`src/rtl/tm1640_frame_ctrl.sv`:
```
// Frame sequencer for a byte-level TM1640 driver. It snapshots a hex display image
// and streams the data command, the address command, the segment bytes and the display control.

module tm1640_frame_ctrl #(
  parameter int NUM_DIGITS     = 9,
  parameter int REFRESH_CYCLES = 0,
  parameter int CNT_W          = 24
) (
  input  logic                    clk,
  input  logic                    rst,
  input  logic [4*NUM_DIGITS-1:0] digits,
  input  logic [NUM_DIGITS-1:0]   dp,
  input  logic [NUM_DIGITS-1:0]   blank,
  input  logic [2:0]              bright,
  input  logic                    disp_on,
  input  logic                    update,
  input  logic                    tm_busy,
  output logic                    tm_latch,
  output logic [7:0]              tm_byte,
  output logic                    tm_end,
  output logic                    ready,
  output logic                    frame_done
);

  localparam int IDX_W = 5;
  localparam int DIG_W = (NUM_DIGITS > 1) ? $clog2(NUM_DIGITS) : 1;

  localparam logic [IDX_W-1:0] LAST_IDX     = IDX_W'(NUM_DIGITS + 2);
  localparam logic [IDX_W-1:0] LAST_DIG_IDX = IDX_W'(NUM_DIGITS + 1);
  localparam logic [CNT_W-1:0] REF_LAST     = CNT_W'(REFRESH_CYCLES - 1);

  localparam logic [7:0] CMD_DATA = 8'h40;  // write data, auto-increment, normal mode
  localparam logic [7:0] CMD_ADDR = 8'hC0;  // start at address 0
  localparam logic [7:0] CMD_DISP = 8'h80;  // display control, display off
  localparam logic [7:0] DISP_ON  = 8'h08;

  typedef enum logic [2:0] {
    S_IDLE,
    S_LOAD,
    S_ISSUE,
    S_WAIT_ACK,
    S_WAIT_DONE
  } state_t;

  state_t                  state;
  logic [IDX_W-1:0]        idx;
  logic [CNT_W-1:0]        cnt;
  logic                    pending;

  logic [4*NUM_DIGITS-1:0] snap_digits;
  logic [NUM_DIGITS-1:0]   snap_dp;
  logic [NUM_DIGITS-1:0]   snap_blank;
  logic [2:0]              snap_bright;
  logic                    snap_on;

  logic [IDX_W-1:0]        sel_idx;
  logic [DIG_W-1:0]        dsel;
  logic [3:0]              nib;
  logic [7:0]              seg_byte;
  logic [7:0]              ctrl_byte;
  logic [7:0]              nxt_byte;
  logic                    nxt_end;
  logic                    refresh_hit;
  logic                    go;

  function automatic logic [6:0] hex_seg(input logic [3:0] n);
    case (n)
      4'h0: hex_seg = 7'h3F;
      4'h1: hex_seg = 7'h06;
      4'h2: hex_seg = 7'h5B;
      4'h3: hex_seg = 7'h4F;
      4'h4: hex_seg = 7'h66;
      4'h5: hex_seg = 7'h6D;
      4'h6: hex_seg = 7'h7D;
      4'h7: hex_seg = 7'h07;
      4'h8: hex_seg = 7'h7F;
      4'h9: hex_seg = 7'h6F;
      4'hA: hex_seg = 7'h77;
      4'hB: hex_seg = 7'h7C;
      4'hC: hex_seg = 7'h39;
      4'hD: hex_seg = 7'h5E;
      4'hE: hex_seg = 7'h79;
      4'hF: hex_seg = 7'h71;
    endcase
  endfunction

  // The byte for the next latch is computed one cycle ahead. A latch can then leave LOAD or
  // WAIT_DONE directly, and an update lands its first byte two cycles later.
  always_comb begin
    // NOTE: every always_comb output gets a default first so no path can infer a latch.
    sel_idx   = idx;
    nxt_byte  = CMD_DATA;
    nxt_end   = 1'b1;
    if (state == S_LOAD) begin
      sel_idx = '0;
    end else if (state == S_WAIT_DONE) begin
      sel_idx = idx + IDX_W'(1);
    end

    dsel      = DIG_W'(sel_idx - IDX_W'(2));
    nib       = snap_digits[{dsel, 2'b00} +: 4];
    seg_byte  = snap_blank[dsel] ? 8'h00 : {snap_dp[dsel], hex_seg(nib)};
    ctrl_byte = snap_on ? (CMD_DISP | DISP_ON | {5'b0, snap_bright}) : CMD_DISP;

    if (sel_idx == '0) begin
      nxt_byte = CMD_DATA;
      nxt_end  = 1'b1;
    end else if (sel_idx == IDX_W'(1)) begin
      nxt_byte = CMD_ADDR;
      nxt_end  = 1'b0;
    end else if (sel_idx == LAST_IDX) begin
      nxt_byte = ctrl_byte;
      nxt_end  = 1'b1;
    end else begin
      nxt_byte = seg_byte;
      nxt_end  = (sel_idx == LAST_DIG_IDX);
    end

    refresh_hit = (REFRESH_CYCLES > 0) && (cnt == REF_LAST);
    go          = pending || update || refresh_hit;
  end

  assign ready = (state == S_IDLE) && !pending;

  always_ff @(posedge clk) begin
    if (rst) begin
      // NOTE: the snapshot is a handful of flops, so it is reset along with the control state.
      state       <= S_IDLE;
      idx         <= '0;
      cnt         <= '0;
      pending     <= 1'b1;
      tm_latch    <= 1'b0;
      tm_byte     <= 8'h00;
      tm_end      <= 1'b0;
      frame_done  <= 1'b0;
      snap_digits <= '0;
      snap_dp     <= '0;
      snap_blank  <= '0;
      snap_bright <= '0;
      snap_on     <= 1'b0;
    end else begin
      // NOTE: non-blocking throughout. The later pending/cnt assignments below override these defaults.
      tm_latch   <= 1'b0;
      frame_done <= 1'b0;
      if (update) pending <= 1'b1;

      case (state)
        S_IDLE: begin
          if (go) begin
            state       <= S_LOAD;
            pending     <= 1'b0;
            cnt         <= '0;
            snap_digits <= digits;
            snap_dp     <= dp;
            snap_blank  <= blank;
            snap_bright <= bright;
            snap_on     <= disp_on;
          end else if (REFRESH_CYCLES > 0) begin
            cnt <= cnt + CNT_W'(1);
          end
        end

        S_LOAD: begin
          idx <= '0;
          cnt <= '0;
          if (!tm_busy) begin
            tm_latch <= 1'b1;
            tm_byte  <= nxt_byte;
            tm_end   <= nxt_end;
            state    <= S_WAIT_ACK;
          end else begin
            state <= S_ISSUE;
          end
        end

        S_ISSUE: begin
          cnt <= '0;
          if (!tm_busy) begin
            tm_latch <= 1'b1;
            tm_byte  <= nxt_byte;
            tm_end   <= nxt_end;
            state    <= S_WAIT_ACK;
          end
        end

        S_WAIT_ACK: begin
          cnt <= '0;
          if (tm_busy) state <= S_WAIT_DONE;
        end

        S_WAIT_DONE: begin
          cnt <= '0;
          if (!tm_busy) begin
            if (idx == LAST_IDX) begin
              frame_done <= 1'b1;
              state      <= S_IDLE;
            end else begin
              idx      <= idx + IDX_W'(1);
              tm_latch <= 1'b1;
              tm_byte  <= nxt_byte;
              tm_end   <= nxt_end;
              state    <= S_WAIT_ACK;
            end
          end
        end

        default: state <= S_IDLE;
      endcase
    end
  end

endmodule
```
`config.mk`:
```
export PLATFORM = sky130hd
export DESIGN_NAME = tm1640_frame_ctrl
export DESIGN_NICKNAME = d
export VERILOG_FILES = /design/src/rtl/tm1640_frame_ctrl.sv
export SDC_FILE = /design/constraint.sdc
export NUM_CORES = 1
export LEC_CHECK = 0
export CAP_MARGIN = 20
export CORE_MARGIN = 2
export CORE_UTILIZATION = 48
export DETAILED_ROUTE_END_ITERATION = 10
export GPL_TIMING_DRIVEN = 0
export PLACE_DENSITY_LB_ADDON = 0.1
export RECOVER_POWER = 100
export SETUP_SLACK_MARGIN = 0.1
export SYNTH_ARGS = -nofsm -noshare
export SYNTH_HDL_FRONTEND = slang
export SYNTH_SLANG_ARGS = --single-unit
```
`constraint.sdc`:
```
create_clock -name clk -period 3.74 [get_ports clk]
set_input_delay 0.748 -clock clk [delete_from_list [all_inputs] [get_ports clk]]
set_output_delay 0.748 -clock clk [all_outputs]
set_load 0.02 [all_outputs]
```
Word level (Yosys, flattened, before mapping)
Memories as Yosys holds them, arrays and structs flattened.
Cells that the tools add are included.
Word-level totals
  memories: 1
  ROM bits: 112
  register bits: 78
Operators by class
  shift operators: 1
  $add $sub $neg: 2
  mux-type cells: 40
  reduce and logical (&&, ||, !) cells: 13
  magnitude comparators: 1
  eq/ne operators: 14
  bitwise logic cells: 1
Memory list
  (name not given): depth 16, width 7, rd ports 1, clocked after memory_dff 0, write ports 0, RTL line 67  | case (n)
Operators by type and width (count)
  8-bit 2-to-1 mux: 7
  36-bit by 7-bit indexed part select with 4-bit output: 1
  5-bit 2-to-1 mux: 4
  1-bit 2-to-1 mux: 16
  8-bit one-hot mux with 2 select lines: 1
  5-bit by 4-bit equality test with 1-bit output (second input constant): 3
  3-bit one-hot mux with 5 select lines: 1
  3-bit 2-to-1 mux: 4
  2-bit inequality test (second input constant): 6
  5-bit one-hot mux with 2 select lines: 1
  1-bit binary-select mux with 4-bit select: 2
  4-bit AND reduction: 2
  3-bit by 2-bit equality test with 1-bit output (second input constant): 2
  5-bit by 1-bit adder with 5-bit output (second input constant): 1
  5-bit by 1-bit equality test with 1-bit output (second input constant): 1
  5-bit logical NOT: 1
  4-bit by 5-bit less-than comparator with 1-bit output (second input constant): 1
  4-bit 2-to-1 mux: 1
  1-bit one-hot mux with 2 select lines: 2
  2-bit nonzero test: 2
  4-bit by 2-bit subtractor with 4-bit output (second input constant): 1
  3-bit by 1-bit equality test with 1-bit output (second input constant): 1
  3-bit equality test (second input constant): 1
  3-bit logical NOT: 1
  9 further kinds: 9

Longest topological paths before layout
  word-level depth: 13
  depth in mapped cells: 20

Worst setup path before layout
OpenSTA, ideal clock, no wires.
  path type: reg-to-reg
  start: reg idx[0]
  end: reg tm_byte[0]
  period minus slack after synthesis: 4.052 ns
  library setup time: 0.076 ns
  cell stages (with the launch flop): 21
  slack: -0.312 ns
  arrival: 3.976 ns
  path through: dfxtp_1 -> ha_1 -> and4bb_4 -> a211o_4 -> inv_4 -> buf_2 -> ha_1 -> or3_1 -> and2_1 -> clkbuf_1 -> buf_2 -> nor2_1 -> a31oi_1 -> inv_1 -> ha_1 -> nor4_1 -> o32ai_1 -> and3_1 -> o41ai_1 -> a211oi_1 -> o22ai_1
On the way
  cells in the longest elaborated chain, start to end: 13
RTL lines
  start: declaration: RTL line 46  | logic [IDX_W-1:0] idx;
  start signal: assignment: RTL line 198  | idx <= idx + IDX_W'(1);
  5-bit by 1-bit adder with 5-bit output: RTL line 97  | sel_idx = idx + IDX_W'(1);
  5-bit 2-to-1 mux: RTL line 96  | end else if (state == S_WAIT_DONE) begin
  5-bit 2-to-1 mux: RTL line 94  | if (state == S_LOAD) begin
  4-bit by 2-bit subtractor with 4-bit output: RTL line 100  | dsel = DIG_W'(sel_idx - IDX_W'(2));
  36-bit by 7-bit indexed part select with 4-bit output / 1-bit binary-select mux with 4-bit select (equally long branches): RTL line 101, 102
  memory read 16 x 7 bit / 1-bit 2-to-1 mux (equally long branches)
  8-bit 2-to-1 mux: RTL line 102  | seg_byte = snap_blank[dsel] ? 8'h00 : {snap_dp[dsel], hex_seg(nib)};
  8-bit 2-to-1 mux: RTL line 111  | end else if (sel_idx == LAST_IDX) begin
  8-bit 2-to-1 mux: RTL line 108  | end else if (sel_idx == IDX_W'(1)) begin
  8-bit 2-to-1 mux: RTL line 105  | if (sel_idx == '0) begin
  8-bit 2-to-1 mux: RTL line 194  | if (idx == LAST_IDX) begin
  8-bit 2-to-1 mux: RTL line 193  | if (!tm_busy) begin
  8-bit one-hot mux with 2 select lines: RTL line 147  | case (state)
  end signal: assignment: RTL line 168  | tm_byte <= nxt_byte;
  end signal: assignment: RTL line 180  | tm_byte <= nxt_byte;
  end signal: assignment: RTL line 200  | tm_byte <= nxt_byte;
  end: declaration: RTL line 19  | output logic [7:0] tm_byte,
Several ways; a longest one is shown, not always the timed one. The select of a mux whose other input is x is not followed.
A chain may end at the register's enable or synchronous reset.

Worst setup path in the final report
  start: reg state[0]
  end: reg tm_byte[0]
On the way
  cells in the longest elaborated chain, start to end: 13
RTL lines
  start: declaration: RTL line 45  | state_t state;
  start signal: assignment: RTL line 128  | state <= S_IDLE;
  start signal: assignment: RTL line 150  | state <= S_LOAD;
  start signal: assignment: RTL line 170  | state <= S_WAIT_ACK;
  3-bit equality test: RTL line 96, 147
  5-bit 2-to-1 mux: RTL line 96
  5-bit 2-to-1 mux: RTL line 94
  4-bit by 2-bit subtractor with 4-bit output: RTL line 100
  36-bit by 7-bit indexed part select with 4-bit output / 1-bit binary-select mux with 4-bit select (equally long branches): RTL line 101, 102
  memory read 16 x 7 bit / 1-bit 2-to-1 mux (equally long branches)
  8-bit 2-to-1 mux: RTL line 102
  8-bit 2-to-1 mux: RTL line 111
  8-bit 2-to-1 mux: RTL line 108
  8-bit 2-to-1 mux: RTL line 105
  8-bit 2-to-1 mux: RTL line 194
  8-bit 2-to-1 mux: RTL line 193
  8-bit one-hot mux with 2 select lines: RTL line 147
Several ways; a longest one is shown, not always the timed one. The select of a mux whose other input is x is not followed.

==> run_results.csv <==
group,metric,value,unit
clock_network,hold_buffers,0,
setup_path,end_kind,"register",
finish,fin_util,0.683,
flow_run,maxCapViolations,0,
floorplan,die_w,98.1,um
grt,grt-ovfl-total,0,
clock_network,clkSinkCount,78,
finish,final_cell_mix,"136 x nand2_1, 74 x dfxtp_1, 73 x a21oi_1",
detailed_routing,vias,4355,
floorplan,boundaryPins,74,
placement,pre_cts_slack,-0.723,ns
detailed_routing,dr.pass1.iters,5,
sta,period_share,0.997,
setup_path,startpoint,"state[0]",
setup_path,setup.worst_path.class,"reg -> reg",
synth,ys_types,69,
floorplan,num_rows,34,
synth,yosys-top-cells-area,"dfxtp_1 37%, nand2_1 12%, a21oi_1 8.8%, mux2i_1 4.5%, ha_1 2.6%",
finish,drive_above_1_share,0.185,
detailed_routing,drc_errors,0,
worst_hold_path,hold_depth,2,
setup_path,r2r_cells,19,
finish,finalNetCount,719,
synth,syn_area,0.00425,mm^2
synth,ys_ff_latch,78,
setup_path,r2r_start,"state[0]",
sta,worst_slack,0.0128,ns
sta,drv_slew,0,
pwr,finalPower,2.25,mW
clock_network,cts_tree,"yes",
sta,clock.fmax,268,MHz
clock_network,clk_latency,0.35,ns
grt,antenna_found_initial,0,
sta,slew_headroom,0.370,
setup_path,crit_required,3.94,ns
synth,synth_flop_cell,"dfxtp_1",
setup_path,crit_fanout,8,
detailed_routing,first_iter_violations,243,
detailed_routing,ant_nets,0,
sta,setup_viol,0,
sta,finClkSkew,0.0122,ns
synth,synth_top_area_frac,0.367,
floorplan,dieArea,0.00962,mm^2
placement,io_buffer_count,71,
finish,multi_input_area,0.00274,mm^2
grt,grt_usage,0.263,
pwr,power_density,381,mW/mm^2
detailed_routing,vias_per_cell,5.72,
detailed_routing,wirelength,12.8,mm
sta,hold_viol,0,
pwr,leakagePower,2.20,nW
placement,place_congestion,0.906,
pwr,vdd_ir_drop_max,270,uV
placement,hpwl,8.90,mm
sta,rsz0062_at_grt,"true",
clock_network,root_buffer,"clkbuf_8",
synth,synth_area_per_cell,7.90,um^2
finish,diodes,0,
setup_path,crit_end,"tm_byte[0]",
clock_network,cts_buffer_depth,2,
setup_path,r2r-end,"tm_byte[0]",
clock_network,numCtsBuffers,9,
setup_path,setup.worst_path.start_class,"register",
grt,grt_max_degree,15,
sta,whs,0.457,ns
floorplan,initial_core_util,0.492,
synth,yosysTopAreaCell,"dfxtp_1",
floorplan,core,0.00864,mm^2
sta,timing.final.crit_period,3.73,ns
clock_network,htree_levels,3,
sta,tightest_slew,0.937,ns
synth,synth_edf_count,0,
finish,register_area,0.00157,mm^2
setup_path,cp.arrival,3.93,ns
finish,final_common_cell,"nand2_1",
status,status,"complete, no violations",
synth,synth_cells,538,
clock_network,clkTransAtPathRegs,0.09,ns
synth,synth.net_count,609,
grt,grt_pass1_wl,20.5,mm
finish,fillers,711,
synth,yosys_warnings,0,
floorplan,die_h,98.1,um
detailed_routing,wl_per_cell,16.8,um
finish,area_growth,38.7,%
worst_hold_path,hold_class,"reg -> reg",
synth,async_reset_ff_frac,0,
synth,ys_seq_area_frac,0.367,
grt,first_global_vias,4224,
sta,fin_tns_setup,0,ns
setup_path,reg2reg_slack,0.01,ns
[per-layer routing]
layer	vias to the layer above	part of all wire	global-route usage
li1	2127	-	-
met1	2047	0.43	0.350
met2	161	0.49	0.439
met3	20	0.060	0.0451
met4	0	0.019	0.0812
met5	-	0	0
[critical path: stages (launching register included)]
cell	delay (ns)
dfxtp_2	0.32
buf_6	0.12
or3b_4	0.39
buf_8	0.13
clkinv_4	0.04
ha_4	0.21
nor2_8	0.12
buf_12	0.14
mux2i_1	0.08
mux4_2	0.53
nor2_4	0.13
a21oi_4	0.07
inv_2	0.15
ha_4	0.20
nor2_2	0.04
o32ai_2	0.23
and3_1	0.23
o41ai_2	0.09
a211oi_2	0.22
o22ai_1	0.10
[logic make-up after synthesis]
family / share of synthesized area
AO/OA/AOI/OAI: 0.237
XOR/XNOR: 0.00206
adder cells (fa/ha/maj): 0.0265
buffers and inverters: 0.0553
flip-flops: 0.367
multiplexers: 0.0774
AND/OR/NAND/NOR: 0.234
[layout make-up]
type,instances,share of cell area
sequential,78,0.266
buffer,39,0.0373
clock buffer,10,0.0216
clock inverter,6,0.0117
tap,108,0.0229
multi-input combinational,405,0.465
inverter,15,0.0117
timing repair buffer,100,0.164
[Yosys cell counts (5+ instances only)]
cell and count:
o22ai_1 5, nand3_1 11, nor4_1 5, buf_2 6, nor3_1 8, dfxtp_1 78, o21ai_0 7, a22oi_1 7
mux2i_1 19, nand2_1 138, a21oi_1 75, nor2_1 30, clkbuf_1 27, ha_1 9, inv_1 14
[metrics by stage]
step / std cells / instance area [um^2]
2_1_floorplan: 538 / 4350
3_3_place_gp: 717 / 5200
3_5_place_dp: 717 / 5200
4_1_cts: 750 / 5710
5_1_grt: 761 / 5900
6_report: 761 / 5900
[where the power goes]
part	switching [mW]	leakage (nW)	total [mW]	internal [mW]
sequential	0.0647	0.642	0.994	0.930
combinational	0.356	1.46	0.609	0.253
clock	0.329	0.0973	0.643	0.314
[worst min-delay path by stage]
| stage | start | end | slack [ns] |
|---|---|---|---|
| final | snap_digits[24] | snap_digits[24] | 0.46 |
| after global routing | tm_byte[4] | tm_byte[4] | 0.48 |
| after CTS | snap_blank[1] | snap_blank[1] | 0.46 |
| after detailed placement | tm_byte[4] | tm_byte[4] | 0.44 |
| after global placement | tm_byte[5] | tm_byte[5] | 0.43 |
| after floorplan | snap_dp[8] | snap_dp[8] | 0.43 |
[repair_timing]
action,4_1_cts,5_1_grt
endpoints found under the setup margin,7,6
gates resized for setup,39,25
buffers inserted,17,12
pin swaps,11,20
hold endpoints to repair,0,0
[sequential cells by signal (all words and copies together) (netlist names), 3 cells and up]
name,flops
tm_byte,8
snap_blank,9
snap_bright,3
state,3
idx,5
snap_digits,36
snap_dp,9
Note: power is estimated with default switching activity, not from simulation.
